## config.mk

```make
export PLATFORM = sky130hd
export DESIGN_NAME = sawtooth_rate_detector
export DESIGN_NICKNAME = d
export VERILOG_FILES = /design/src/rtl/sawtooth_rate_detector.sv
export SDC_FILE = /design/constraint.sdc
export NUM_CORES = 1
export LEC_CHECK = 0
export BUFFER_PORTS_ARGS = -buffer_cell sky130_fd_sc_hd__buf_4
export CAP_MARGIN = 10
export CORE_UTILIZATION = 46
export DETAILED_ROUTE_END_ITERATION = 7
export PLACE_DENSITY = 0.65
export SETUP_SLACK_MARGIN = 0.2
export SLEW_MARGIN = 10
export SYNTH_ARGS = -nofsm -noshare
export SYNTH_HDL_FRONTEND = slang
export SYNTH_SLANG_ARGS = --single-unit
```

## constraint.sdc

```tcl
create_clock -name clk_audio -period 8.9 [get_ports clk_audio]
set_input_delay 0.445 -clock clk_audio [delete_from_list [all_inputs] [get_ports clk_audio]]
set_output_delay 0.445 -clock clk_audio [all_outputs]
set_load 0.01 [all_outputs]
```

## src/rtl/sawtooth_rate_detector.sv

```systemverilog
// Recovers period, per-sample increment and lock status of a PCM sawtooth stream.
// Optional Hz readout through a restoring divider, built when SAWTOOTH_RATE_CALC_EN is defined.
module sawtooth_rate_detector #(
   parameter int BIT_WIDTH    = 16,
   parameter int SAMPLE_RATE  = 48000,
   parameter int PERIOD_WIDTH = 16,
   parameter int LOCK_COUNT   = 4,
   parameter int TOLERANCE    = 1
) (
   input  logic                        clk_audio,
   input  logic                        reset,
   input  logic                        sample_en,
   input  logic signed [BIT_WIDTH-1:0] level,
   output logic [PERIOD_WIDTH-1:0]     period,
   output logic [BIT_WIDTH-1:0]        increment,
   output logic                        wrap_pulse,
   output logic                        locked,
   output logic [10:0]                 rate_hz,
   output logic                        rate_valid
);
   typedef enum logic [1:0] {IDLE, SEEK, MEASURE, LOCKED} state_t;

   localparam logic [PERIOD_WIDTH-1:0] CNT_ONE  = PERIOD_WIDTH'(1);
   // One below all-ones: the counter is never allowed to reach all-ones or wrap.
   localparam logic [PERIOD_WIDTH-1:0] CNT_LAST = {{(PERIOD_WIDTH-1){1'b1}}, 1'b0};
   localparam logic [PERIOD_WIDTH-1:0] TOL      = PERIOD_WIDTH'(TOLERANCE);
   localparam logic [3:0]              LOCK_N   = 4'(LOCK_COUNT);

   state_t                    state_reg, state_next;
   logic [BIT_WIDTH-1:0]      prev_level_reg;
   logic [PERIOD_WIDTH-1:0]   counter_reg, counter_next;
   logic [PERIOD_WIDTH-1:0]   period_reg, period_next;
   logic [BIT_WIDTH-1:0]      increment_reg, increment_next;
   logic                      wrap_pulse_reg, wrap_pulse_next;
   logic [3:0]                match_reg, match_next;
   logic signed [BIT_WIDTH:0] delta;
   logic [PERIOD_WIDTH-1:0]   period_diff;
   logic                      is_wrap, is_rise, is_match;
   logic                      div_start;

   assign delta       = $signed({level[BIT_WIDTH-1], level})
                      - $signed({prev_level_reg[BIT_WIDTH-1], prev_level_reg});
   assign is_wrap     = delta[BIT_WIDTH];
   assign is_rise     = !delta[BIT_WIDTH] && (delta != '0);
   assign period_diff = (counter_reg >= period_reg) ? (counter_reg - period_reg)
                                                    : (period_reg - counter_reg);
   assign is_match    = (period_diff <= TOL);

   always_ff @(posedge clk_audio) begin
      if (reset) begin
         state_reg      <= IDLE;
         prev_level_reg <= '0;
         counter_reg    <= '0;
         period_reg     <= '0;
         increment_reg  <= '0;
         wrap_pulse_reg <= 1'b0;
         match_reg      <= '0;
      end else begin
         state_reg      <= state_next;
         counter_reg    <= counter_next;
         period_reg     <= period_next;
         increment_reg  <= increment_next;
         wrap_pulse_reg <= wrap_pulse_next;
         match_reg      <= match_next;
         if (sample_en) begin
            prev_level_reg <= level;
         end
      end
   end

   always_comb begin
      state_next      = state_reg;
      counter_next    = counter_reg;
      period_next     = period_reg;
      increment_next  = increment_reg;
      match_next      = match_reg;
      wrap_pulse_next = 1'b0;
      div_start       = 1'b0;
      if (sample_en) begin
         if (is_rise && (state_reg != IDLE)) begin
            increment_next = delta[BIT_WIDTH-1:0];
         end
         case (state_reg)
            IDLE: state_next = SEEK;
            SEEK: begin
               if (is_wrap) begin
                  counter_next = CNT_ONE;
                  state_next   = MEASURE;
               end
            end
            default: begin
               if (is_wrap) begin
                  period_next     = counter_reg;
                  counter_next    = CNT_ONE;
                  wrap_pulse_next = 1'b1;
                  if (is_match) begin
                     match_next = (match_reg >= LOCK_N) ? LOCK_N : (match_reg + 4'd1);
                  end else begin
                     match_next = '0;
                  end
                  state_next = (match_next >= LOCK_N) ? LOCKED : MEASURE;
                  div_start  = (state_next == LOCKED) && (counter_reg != '0);
               end else if (counter_reg == CNT_LAST) begin
                  // Flat or stalled input: drop lock and look for a fresh wrap.
                  counter_next = '0;
                  match_next   = '0;
                  state_next   = SEEK;
               end else begin
                  counter_next = counter_reg + CNT_ONE;
               end
            end
         endcase
      end
   end

   assign period     = period_reg;
   assign increment  = increment_reg;
   assign wrap_pulse = wrap_pulse_reg;
   assign locked     = (state_reg == LOCKED);

`ifdef SAWTOOTH_RATE_CALC_EN
   // Quotient is 11 bits wide: saturation is decided up front, so only 11 iterations are needed.
   localparam int QW = 11;
   localparam logic [PERIOD_WIDTH+QW:0] SR_WIDE = (PERIOD_WIDTH+QW+1)'(SAMPLE_RATE);
   localparam logic [QW-1:0]            SR_LOW  = SR_WIDE[QW-1:0];
   localparam logic [PERIOD_WIDTH-1:0]  SR_HIGH = PERIOD_WIDTH'(SR_WIDE >> QW);

   logic                    div_busy_reg, div_sat_reg, rate_valid_reg;
   logic [3:0]              div_step_reg;
   logic [PERIOD_WIDTH-1:0] div_rem_reg, div_divisor_reg;
   logic [QW-1:0]           div_dividend_reg, div_quot_reg, rate_hz_reg;
   logic [PERIOD_WIDTH:0]   div_trial;
   logic                    div_fits, div_sat;

   assign div_trial = {div_rem_reg, div_dividend_reg[QW-1]};
   assign div_fits  = (div_trial >= {1'b0, div_divisor_reg});
   assign div_sat   = (SR_WIDE >= {1'b0, counter_reg, {QW{1'b0}}});

   always_ff @(posedge clk_audio) begin
      if (reset) begin
         div_busy_reg     <= 1'b0;
         div_sat_reg      <= 1'b0;
         div_step_reg     <= '0;
         div_rem_reg      <= '0;
         div_divisor_reg  <= '0;
         div_dividend_reg <= '0;
         div_quot_reg     <= '0;
         rate_hz_reg      <= '0;
         rate_valid_reg   <= 1'b0;
      end else if (div_start) begin
         div_busy_reg     <= 1'b1;
         div_sat_reg      <= div_sat;
         div_step_reg     <= '0;
         div_rem_reg      <= SR_HIGH;
         div_dividend_reg <= SR_LOW;
         div_divisor_reg  <= counter_reg;
         rate_valid_reg   <= 1'b0;
      end else if (state_next != LOCKED) begin
         // Losing lock abandons any division in flight.
         div_busy_reg   <= 1'b0;
         rate_valid_reg <= 1'b0;
      end else if (div_busy_reg) begin
         div_rem_reg      <= div_fits ? (div_trial[PERIOD_WIDTH-1:0] - div_divisor_reg)
                                      : div_trial[PERIOD_WIDTH-1:0];
         div_quot_reg     <= {div_quot_reg[QW-2:0], div_fits};
         div_dividend_reg <= div_dividend_reg << 1;
         div_step_reg     <= div_step_reg + 4'd1;
         if (div_step_reg == 4'(QW-1)) begin
            div_busy_reg   <= 1'b0;
            rate_valid_reg <= 1'b1;
            rate_hz_reg    <= div_sat_reg ? {QW{1'b1}} : {div_quot_reg[QW-2:0], div_fits};
         end
      end
   end

   assign rate_hz    = rate_hz_reg;
   assign rate_valid = rate_valid_reg;
`else
   localparam logic [31:0] SR_UNUSED = SAMPLE_RATE;
   logic unused_cfg;
   assign unused_cfg = ^{1'b0, SR_UNUSED, div_start};
   assign rate_hz    = '0;
   assign rate_valid = 1'b0;
`endif
endmodule

```

After elaboration in Yosys (flattened, before gate mapping)
Index checks and enable logic that the tools add are counted.
{"block": "word_totals", "regBits": 71, "latchBits": 0, "ram_bits": 0, "rom_bits": 0, "out_inout_bits": 46, "n_memories": 0}
{"block": "op_classes", "n_addsub": 5, "multipliers": 0, "div_mod_pow": 0, "magnitude_cmp": 4, "n_eq_ne": 4, "n_shift": 0, "muxes": 18, "bitwise": 3, "reduce_logical": 15}
{"operator": "two-way mux 16 bit", "count": 4}
{"operator": "case mux 16 bit (2 select lines)", "count": 1}
{"operator": "subtractor 16 bit", "count": 2}
{"operator": "two-way mux 4 bit", "count": 7}
{"operator": "nonzero test 17 bit", "count": 1}
{"operator": "subtractor 16 x 16 -> 17 bit", "count": 1}
{"operator": "adder 16 x 1 -> 16 bit (second input constant)", "count": 1}
{"operator": "equality test 16 bit (second input constant)", "count": 1}
{"operator": ">= comparator 16 bit", "count": 1}
{"operator": "less-or-equal comparator 16 x 1 -> 1 bit (second input constant)", "count": 1}
{"operator": "AND reduction 3 bit", "count": 4}
{"operator": ">= comparator 4 x 3 -> 1 bit (second input constant)", "count": 2}
{"operator": "two-way mux 2 bit", "count": 3}
{"operator": "adder 4 x 1 -> 4 bit (second input constant)", "count": 1}
{"operator": "case mux 2 bit (2 select lines)", "count": 1}
{"operator": "nonzero test 2 bit", "count": 2}
{"operator": "OR reduction 4 bit", "count": 1}
{"operator": "NOT 1 bit", "count": 3}
{"operator": "nonzero test 3 bit", "count": 1}
{"operator": "equality test 2 x 1 -> 1 bit (second input constant)", "count": 1}
{"operator": "equality test 2 bit (second input constant)", "count": 1}
{"operator": "logical AND 1 bit", "count": 2}
{"operator": "logical NOT 2 bit", "count": 1}
{"operator": "two-way mux 1 bit", "count": 2}
{"operator": "other kinds (4)", "count": 4}

Depth between registers and ports, before layout
Gate-level depths: netlist (run 1).
{"block": "depth", "ltp_word": 11, "ltp_mapped": 13, "depth_no_buf": 13}

Least setup slack after synthesis (run 1)
No wires, ideal clock.
{"block": "synth_timing", "path_type": "input-to-reg", "start": "input port level[0]", "end": "register increment_reg[10] (netlist: increment[10])", "setup_time_ns": 0.117, "t_arrival_ns": 3.146, "t_required_ns": 8.783, "setup_slack_ns": 5.637, "stages": 11, "n_path_buf": 0, "cell_sequence": "inv_1 ha_1 fa_1 nor2b_1 o31ai_1 a211o_1 a2111oi_0 nor2_1 nor2_1 a21oi_1 a22o_1"}
{"block": "synth_via", "elab_chain_len": 5, "elab_cells_between_ends": 6, "cone_classes": "1 x add/sub; 5 x reduce/logical"}
{"item": "start: declaration", "line": "13", "text": "input logic signed [BIT_WIDTH-1:0] level,"}
{"item": "subtractor 16 x 16 -> 17 bit (*)", "line": "42", "text": "- $signed({prev_level_reg[BIT_WIDTH-1], prev_level_reg});"}
{"item": "nonzero test 17 bit / logical NOT 1 bit (equally long branches)", "line": "44", "text": "assign is_rise = !delta[BIT_WIDTH] && (delta != '0);"}
{"item": "logical AND 1 bit", "line": "44"}
{"item": "logical AND 1 bit", "line": "80", "text": "if (is_rise && (state_reg != IDLE)) begin"}
{"item": "AND reduction 2 bit (no line)"}
{"item": "end signal: assignment", "line": "62", "text": "increment_reg <= increment_next;"}
{"item": "end: declaration", "line": "33", "text": "logic [BIT_WIDTH-1:0] increment_reg, increment_next;"}
Every way passes the cells marked *; elsewhere a longest branch is shown, timed or not.
A chain may end at the register's enable or synchronous reset.

Final worst setup path (run 1)
{"block": "layout_timing", "start": "register counter_reg[0]", "end": "register match_reg[0]"}
{"block": "layout_via", "elab_chain_len": 8, "elab_cells_between_ends": 13, "cone_classes": "2 x add/sub; 2 x order compare; 1 x eq/ne; 6 x mux; 2 x reduce/logical"}
{"item": "start: declaration", "line": "31", "text": "logic [PERIOD_WIDTH-1:0] counter_reg, counter_next;"}
{"item": "start signal: assignment", "line": "60", "text": "counter_reg <= counter_next;"}
{"item": "subtractor 16 bit, or another cell as far along", "line": "46", "text": ": (period_reg - counter_reg);"}
{"item": "two-way mux 16 bit", "line": "45", "text": "assign period_diff = (counter_reg >= period_reg) ? (counter_reg - period_reg)"}
{"item": "less-or-equal comparator 16 x 1 -> 1 bit", "line": "47", "text": "assign is_match = (period_diff <= TOL);"}
{"item": "two-way mux 4 bit", "line": "96", "text": "if (is_match) begin"}
{"item": "two-way mux 4 bit", "line": "92", "text": "if (is_wrap) begin"}
{"item": "two-way mux 4 bit", "line": "83", "text": "case (state_reg)"}
{"item": "two-way mux 4 bit", "line": "79", "text": "if (sample_en) begin"}
{"item": "two-way mux 4 bit", "line": "92"}
{"item": "end signal: assignment", "line": "64", "text": "match_reg <= match_next;"}
{"item": "end: declaration", "line": "35", "text": "logic [3:0] match_reg, match_next;"}
Several ways; a longest one is shown, not always the timed one. The select of a mux whose other input is x is not followed.

==> results of run 1 <==
## synth_stat cells (all sizes together) (5+ instances only)
| master | count | area [um2] |
|---|---|---|
| dfxtp | 71 | 1420 |
| inv | 69 | 259 |
| nand2 | 68 | 258 |
| a21oi | 64 | 354 |
| nor2 | 59 | 221 |
| ha | 50 | 626 |
| o21ai | 30 | 150 |
| xnor2 | 30 | 263 |
| buf | 26 | 175 |
| mux2i | 20 | 200 |
| nand3 | 18 | 95.1 |
| clkbuf | 14 | 53.8 |
| nand4 | 12 | 81.3 |
| a31oi | 11 | 75.1 |
| nor3 | 11 | 60.1 |
| a211oi | 10 | 75.1 |
| nand2b | 9 | 56.3 |
| or3 | 8 | 50.1 |
| a21o | 7 | 52.6 |
| nor4 | 7 | 43.8 |
| o2bb2ai | 7 | 61.3 |
| o2111ai | 6 | 52.6 |
| a22o | 5 | 43.8 |
| o21a | 5 | 37.5 |
| o31ai | 5 | 37.5 |
| or2 | 5 | 31.3 |
## cell families after synthesis
| logic type | count (synthesis) | synth area share |
|---|---|---|
| xor gates and xnor gates | 34 | 0.0538 |
| adders and majority gates | 53 | 0.124 |
| AOI/OAI and AO/OA | 193 | 0.239 |
| muxes | 23 | 0.0422 |
| DFF | 71 | 0.257 |
| buffers and inverters | 109 | 0.0881 |
| other | 1 | 0.000677 |
| and+or+nand+nor | 221 | 0.196 |
## area by class of cell
cell class                      instances  area [um2]
Timing Repair Buffer                   52         390
Inverter                               69         259
Clock buffer                           10         229
Multi-Input combinational cell        536        3670
Fill cell                            1118        5340
Tap cell                              143         179
Sequential cell                        71        1420
Clock inverter                          4        72.6
## path summary, 6_finish.rpt
kind	startpoint	slack, ps	end	depth (start not counted)
setup / recovery	counter_reg[0]	4960	match_reg[0]	13
hold / removal	level[5]	360	prev_level_reg[5]	3
setup reg to reg	counter_reg[0]	4960	match_reg[0]	13
hold reg to reg	increment[6]	470	increment[6]	1
## per-layer routing
metal	part of all wire	track usage	vias up
li1	-	-	2543
met1	0.46	0.315	2431
met2	0.48	0.417	145
met3	0.038	0.0299	30
met4	0.029	0.102	0
met5	0	0	-
## per-stage QoR
| stage | util | cell area, um2 |
|---|---|---|
| 6_report | 0.538 | 6220 |
| 5_1_grt | 0.538 | 6220 |
| 4_1_cts | 0.538 | 6220 |
| 3_5_place_dp | 0.512 | 5920 |
| 3_3_place_gp | 0.512 | 5920 |
| 2_1_floorplan | - | 5580 |
## power breakdown
group	switching, mW	internal [mW]
Clock	0.130	0.242
Combinational	0.0982	0.0724
Sequential	0.00926	0.329
## critical path, delay by kind of cell (launching register included)
kind                     cells  cell delay (ps)
adder cells (fa/ha/maj)      2              580
AO/OA/AOI/OAI                5             1150
XOR/XNOR                     1              180
flip-flops                   1              360
multiplexers                 1              400
buffers and inverters        2              180
AND/OR/NAND/NOR              2              960
==> qor.txt, run 1 <==
DRT antenna net count -> 0
flops & latches, synth -> 71
TritonCTS clock tree -> built
most frequent cells in the layout -> 71 x dfxtp_1, 69 x inv_1, 67 x nand2_1
EDFF count, synth -> 0
Max-Cap Viols -> 0
clk buf depth -> 2
Top FF cell, synth -> dfxtp_1
CP max stage cell -> or4_4
first-pass GRT wire length -> 24800 um
final WL -> 14900 um
Max IR drop VDD -> 127 uV
initial DRC count -> 392
fin nets -> 811
TritonCTS Buffers -> 9
Crit path required time -> 9110 ps
pre-CTS setup slack -> 4770 ps
wire length per cell -> 16.8 um
Die Width -> 112 um
layout cell share with drive strength beyond 1 -> 0.124
Final HPWL DP -> 11400 um
CP Cell Sequence -> inv_1 > ha_1 > inv_1 > fa_1 > a21oi_1 > o21ba_2 > a31oi_2 > nor3_2 > mux2_2 > a31oi_1 > xnor2_1 > or4_4 > o41ai_1
DRT Pass-1 Iters -> 6
total grt overflow -> 0
Initial Utilization -> 0.479
max frequency -> 254 MHz
antenna cell count -> 0
vias -> 5149
minimum clock period -> 3940 ps
Top-Level Pins -> 65
setup bufs post-CTS -> 0
vias per std cell -> 5.82
final hold slack -> 363 ps
PortBufs -> 52
worst skew pair latency -> 330 ps
RD Place Congestion -> 0.870
Post-Syn Area per Cell -> 7.86 um2
Slew Viols, Final -> 0
most common cell after layout, fill and taps aside -> dfxtp_1
CTS sink cnt -> 71
post-route setup TNS -> 0 ps
total track usage -> 0.246
skew final -> 6.59 ps
Final WS setup -> 4960 ps
period utilisation layout -> 0.442
Die H -> 112 um
Synth-to-Final Area Change -> 12.4%
measured slew at the worst slew-check pin -> 1240 ps
Seq/Total Area, Yosys -> 0.257
outcome -> complete, but fails checks
violated checks -> DRC
RSZ-0062 raised after global routing -> false
critical path launch point type -> flip-flop
Cell Count, Final, Fillers Out -> 885
Mapped Cells -> 705
Worst Hold Class -> input pin to flip-flop
initial antenna violation count -> 0
pin count of the biggest net entering global routing -> 55
Post-Syn Area -> 5540 um2
relative slew slack -> 0.173
PD cells -> 142 nW/um2
clk root buf -> clkbuf_16
Worst path max stage delay -> 520 ps
WP data arrival -> 4140 ps
Max FO, Critical Path -> 7
Leak -> 2.59 nW
Yosys Warn Count -> 0
synth unique cells -> 74
core area -> 11600 um2
Clk pin slew, worst setup/hold paths -> 50 ps
vias in the first global route -> 5153
Post-route DRC -> 2
placed cell count -> 871
full die area -> 12500 um2
CP Capture Type -> flip-flop
Final setup viols -> 0
Worst Path Class, Setup -> flip-flop to flip-flop
CP dominant cell by count -> inv_1
final hold violation count -> 0
cts repair resizes -> 0
CTS H-tree depth -> 3
Power, Total -> 0.881 mW
asr flop ratio synth -> 0
number of hold buffers added after cts -> 0
row cnt -> 39
Note: power is estimated with default switching activity, not from simulation.
==> run 2, diff against run 1 <==
Settings changed: ABC_AREA set to 1, PLACE_DENSITY 0.65 to not set.
Clock period 8.9 ns to 4.04 ns, I/O delays scaled along.
==> run 2 against run 1 <==
Against the previous run: highest routed layer unchanged; critical endpoint is now counter_reg[15]; the run now ends clean; clock-buffer cell count unchanged; global-route usage decreased by 0.37 points; sequential power increased by 140%.
==> qor.txt, run 2 <==
outcome -> completed (was complete, but fails checks)
full die area -> 13800 um2 (was 12500 um2)
DRT antenna net count -> 0 (unchanged)
cts repair resizes -> 0 (unchanged)
core area -> 12800 um2 (was 11600 um2)
Max IR drop VDD -> 236 uV (was 127 uV)
final WL -> 16200 um (was 14900 um)
synth cell count leaders -> 293 x nand2_1, 156 x inv_1, 97 x nor2_1, 73 x nand3_1, 71 x dfxtp_1 (was 71 x dfxtp_1, 69 x inv_1, 67 x nand2_1, 61 x a21oi_1, 59 x nor2_1)
first-pass GRT wire length -> 27100 um (was 24800 um)
initial DRC count -> 299 (was 392)
total grt overflow -> 0 (unchanged)
CP Cell Sequence -> ha_1 > fa_1 > inv_1 > nand3_1 > nand2_2 > a21oi_4 > o21bai_4 > nand2_1 > nand3_1 > nand2_4 > o21ai_4 > inv_2 > nand2_2 > nand2_1 > nor3b_1 (was inv_1 > ha_1 > inv_1 > fa_1 > a21oi_1 > o21ba_2 > a31oi_2 > nor3_2 > mux2_2 > a31oi_1 > xnor2_1 > or4_4 > o41ai_1)
initial antenna violation count -> 0 (unchanged)
Post-Syn Area -> 6150 um2 (was 5540 um2)
Die H -> 118 um (was 112 um)
Final setup viols -> 0 (unchanged)
Top-Level Pins -> 65 (unchanged)
CTS sink cnt -> 71 (unchanged)
Final HPWL DP -> 13100 um (was 11400 um)
Synth-to-Final Area Change -> 12.6% (was 12.4%)
Seq/Total Area, Yosys -> 0.231 (was 0.257)
Worst Path Class, Setup -> flip-flop to flip-flop (unchanged)
Max FO, Critical Path -> 22 (was 7)
crit path from -> prev_level_reg[0] (was counter_reg[0])
synth top area cells -> dfxtp_1 23%, nand2_1 18%, ha_1 10% (was dfxtp_1 26%, ha_1 11%, a21oi_1 5.5%)
measured slew at the worst slew-check pin -> 950 ps (was 1240 ps)
GR met2 Demand/Resource -> 0.434 (was 0.417)
CP max stage cell -> fa_1 (was or4_4)
EDFF count, synth -> 0 (unchanged)
critical path launch point type -> flip-flop (unchanged)
Worst path max stage delay -> 420 ps (was 520 ps)
row cnt -> 41 (was 39)
synth unique cells -> 41 (was 74)
hold_sp -> reset (was level[5])
Worst Hold Class -> input pin to flip-flop (unchanged)
Yosys Warn Count -> 0 (unchanged)
skew final -> 5.14 ps (was 6.59 ps)
worst skew pair latency -> 340 ps (was 330 ps)
wire length per cell -> 13.3 um (was 16.8 um)
pin count of the biggest net entering global routing -> 34 (was 55)
most common cell after layout, fill and taps aside -> nand2_1 (was dfxtp_1)
vias -> 6004 (was 5149)
clk buf depth -> 2 (unchanged)
Post-Syn Area per Cell -> 6.14 um2 (was 7.86 um2)
grt met1 use -> 0.282 (was 0.315)
number of hold buffers added after cts -> 0 (unchanged)
Top FF cell, synth -> dfxtp_1 (unchanged)
post-route setup TNS -> 0 ps (unchanged)
PortBufs -> 52 (unchanged)
Crit path required time -> 4290 ps (was 9110 ps)
WP data arrival -> 3320 ps (was 4140 ps)
Power, Total -> 3.22 mW (was 0.881 mW)
vias per std cell -> 4.92 (was 5.82)
Synth area leader -> dfxtp_1 (unchanged)
max frequency -> 326 MHz (was 254 MHz)
flops & latches, synth -> 71 (unchanged)
most frequent cells in the layout -> 293 x nand2_1, 156 x inv_1, 97 x nor2_1 (was 71 x dfxtp_1, 69 x inv_1, 67 x nand2_1)
Mapped Cells -> 1001 (was 705)
Post-route DRC -> 0 (was 2)
final hold violation count -> 0 (unchanged)
Max-Cap Viols -> 0 (unchanged)
PD cells -> 465 nW/um2 (was 142 nW/um2)
top-count cell post-synth -> nand2_1 (was dfxtp_1)
most used routing layer -> met2 (unchanged)
clk root buf -> clkbuf_16 (unchanged)
Synth top area share -> 0.231 (was 0.257)
minimum clock period -> 3070 ps (was 3940 ps)
TritonCTS clock tree -> built (unchanged)
RD Place Congestion -> 0.942 (was 0.870)
TritonCTS Buffers -> 9 (unchanged)
final design utilization -> 0.540 (was 0.538)
Die Width -> 118 um (was 112 um)
RSZ-0062 raised after global routing -> false (unchanged)
period utilisation layout -> 0.760 (was 0.442)
fin nets -> 1116 (was 811)
setup bufs post-CTS -> 0 (unchanged)
met3 Usage GRT -> 0.0354 (was 0.0299)
CTS H-tree depth -> 3 (unchanged)
CP Capture Type -> flip-flop (unchanged)
total track usage -> 0.242 (was 0.246)
Layout fillers -> 1362 (was 1118)
Slew Viols, Final -> 0 (unchanged)
launching point of the worst reg2reg path -> prev_level_reg[0] (was counter_reg[0])
Clk pin slew, worst setup/hold paths -> 60 ps (was 50 ps)
antenna cell count -> 0 (unchanged)
final hold slack -> 66.6 ps (was 363 ps)
layout cell share with drive strength beyond 1 -> 0.103 (was 0.124)
Initial Utilization -> 0.480 (was 0.479)
vias in the first global route -> 5735 (was 5153)
DRT Pass-1 Iters -> 5 (was 6)
asr flop ratio synth -> 0 (unchanged)
relative slew slack -> 0.365 (was 0.173)
Leak -> 3.55 nW (was 2.59 nW)
## run 2: path summary, 6_finish.rpt
kind | to | slack, ps | depth (start not counted)
worst max-delay path | counter_reg[15] | 970 | 15
worst min register to register | match_reg[3] | 440 | 2
worst min-delay path | match_reg[3] | 70 | 2
worst max register to register | counter_reg[15] | 970 | 15
## run 2: layout make-up
type	count	area, um2	share of cell area
flip-flops and latches	71	1420	0.205
well taps	172	215	0.0311
inverters	159	597	0.0862
clock buffers	10	229	0.0331
repair buffers	54	405	0.0585
multi-input cells	749	3960	0.572
clock inverters	6	92.6	0.0134
## run 2: per-stage QoR
stage	instance area, um2	cells	setup slack [ps]
after global placement	6600	1205	1020
final	6920	1221	970
after global routing	6920	1221	691
after detailed placement	6600	1205	944
after floorplan	6190	1012	1630
after CTS	6920	1221	975
## run 2: cells by family after synthesis
group                      Yosys count  synth area share
adders and majority gates           53             0.111
DFF                                 71             0.231
other                                1          0.000610
and+or+nand+nor                    533             0.374
xor gates and xnor gates            18            0.0256
buffers and inverters              192             0.131
AOI/OAI and AO/OA                  133             0.126
## run 2: routing by layer
layer | routed length (um) | vias to the layer above
met2 | 8050 | 90
li1 | - | 3230
met3 | 365 | 36
met5 | 0 | -
met4 | 563 | 0
met1 | 7220 | 2648
## run 2: report_power, final
| part | internal [mW] | switching [mW] |
|---|---|---|
| logic | 0.527 | 1.02 |
| clock network | 0.544 | 0.327 |
| registers | 0.758 | 0.0483 |
| total | 1.83 | 1.39 |
## run 2: worst max-delay path, delay by kind of cell, from the launching register on
kind	cells	cell delay (ps)
AND/OR/NAND/NOR	8	1260
flip-flops	1	310
adder cells (fa/ha/maj)	2	650
AO/OA/AOI/OAI	3	460
buffers and inverters	2	300
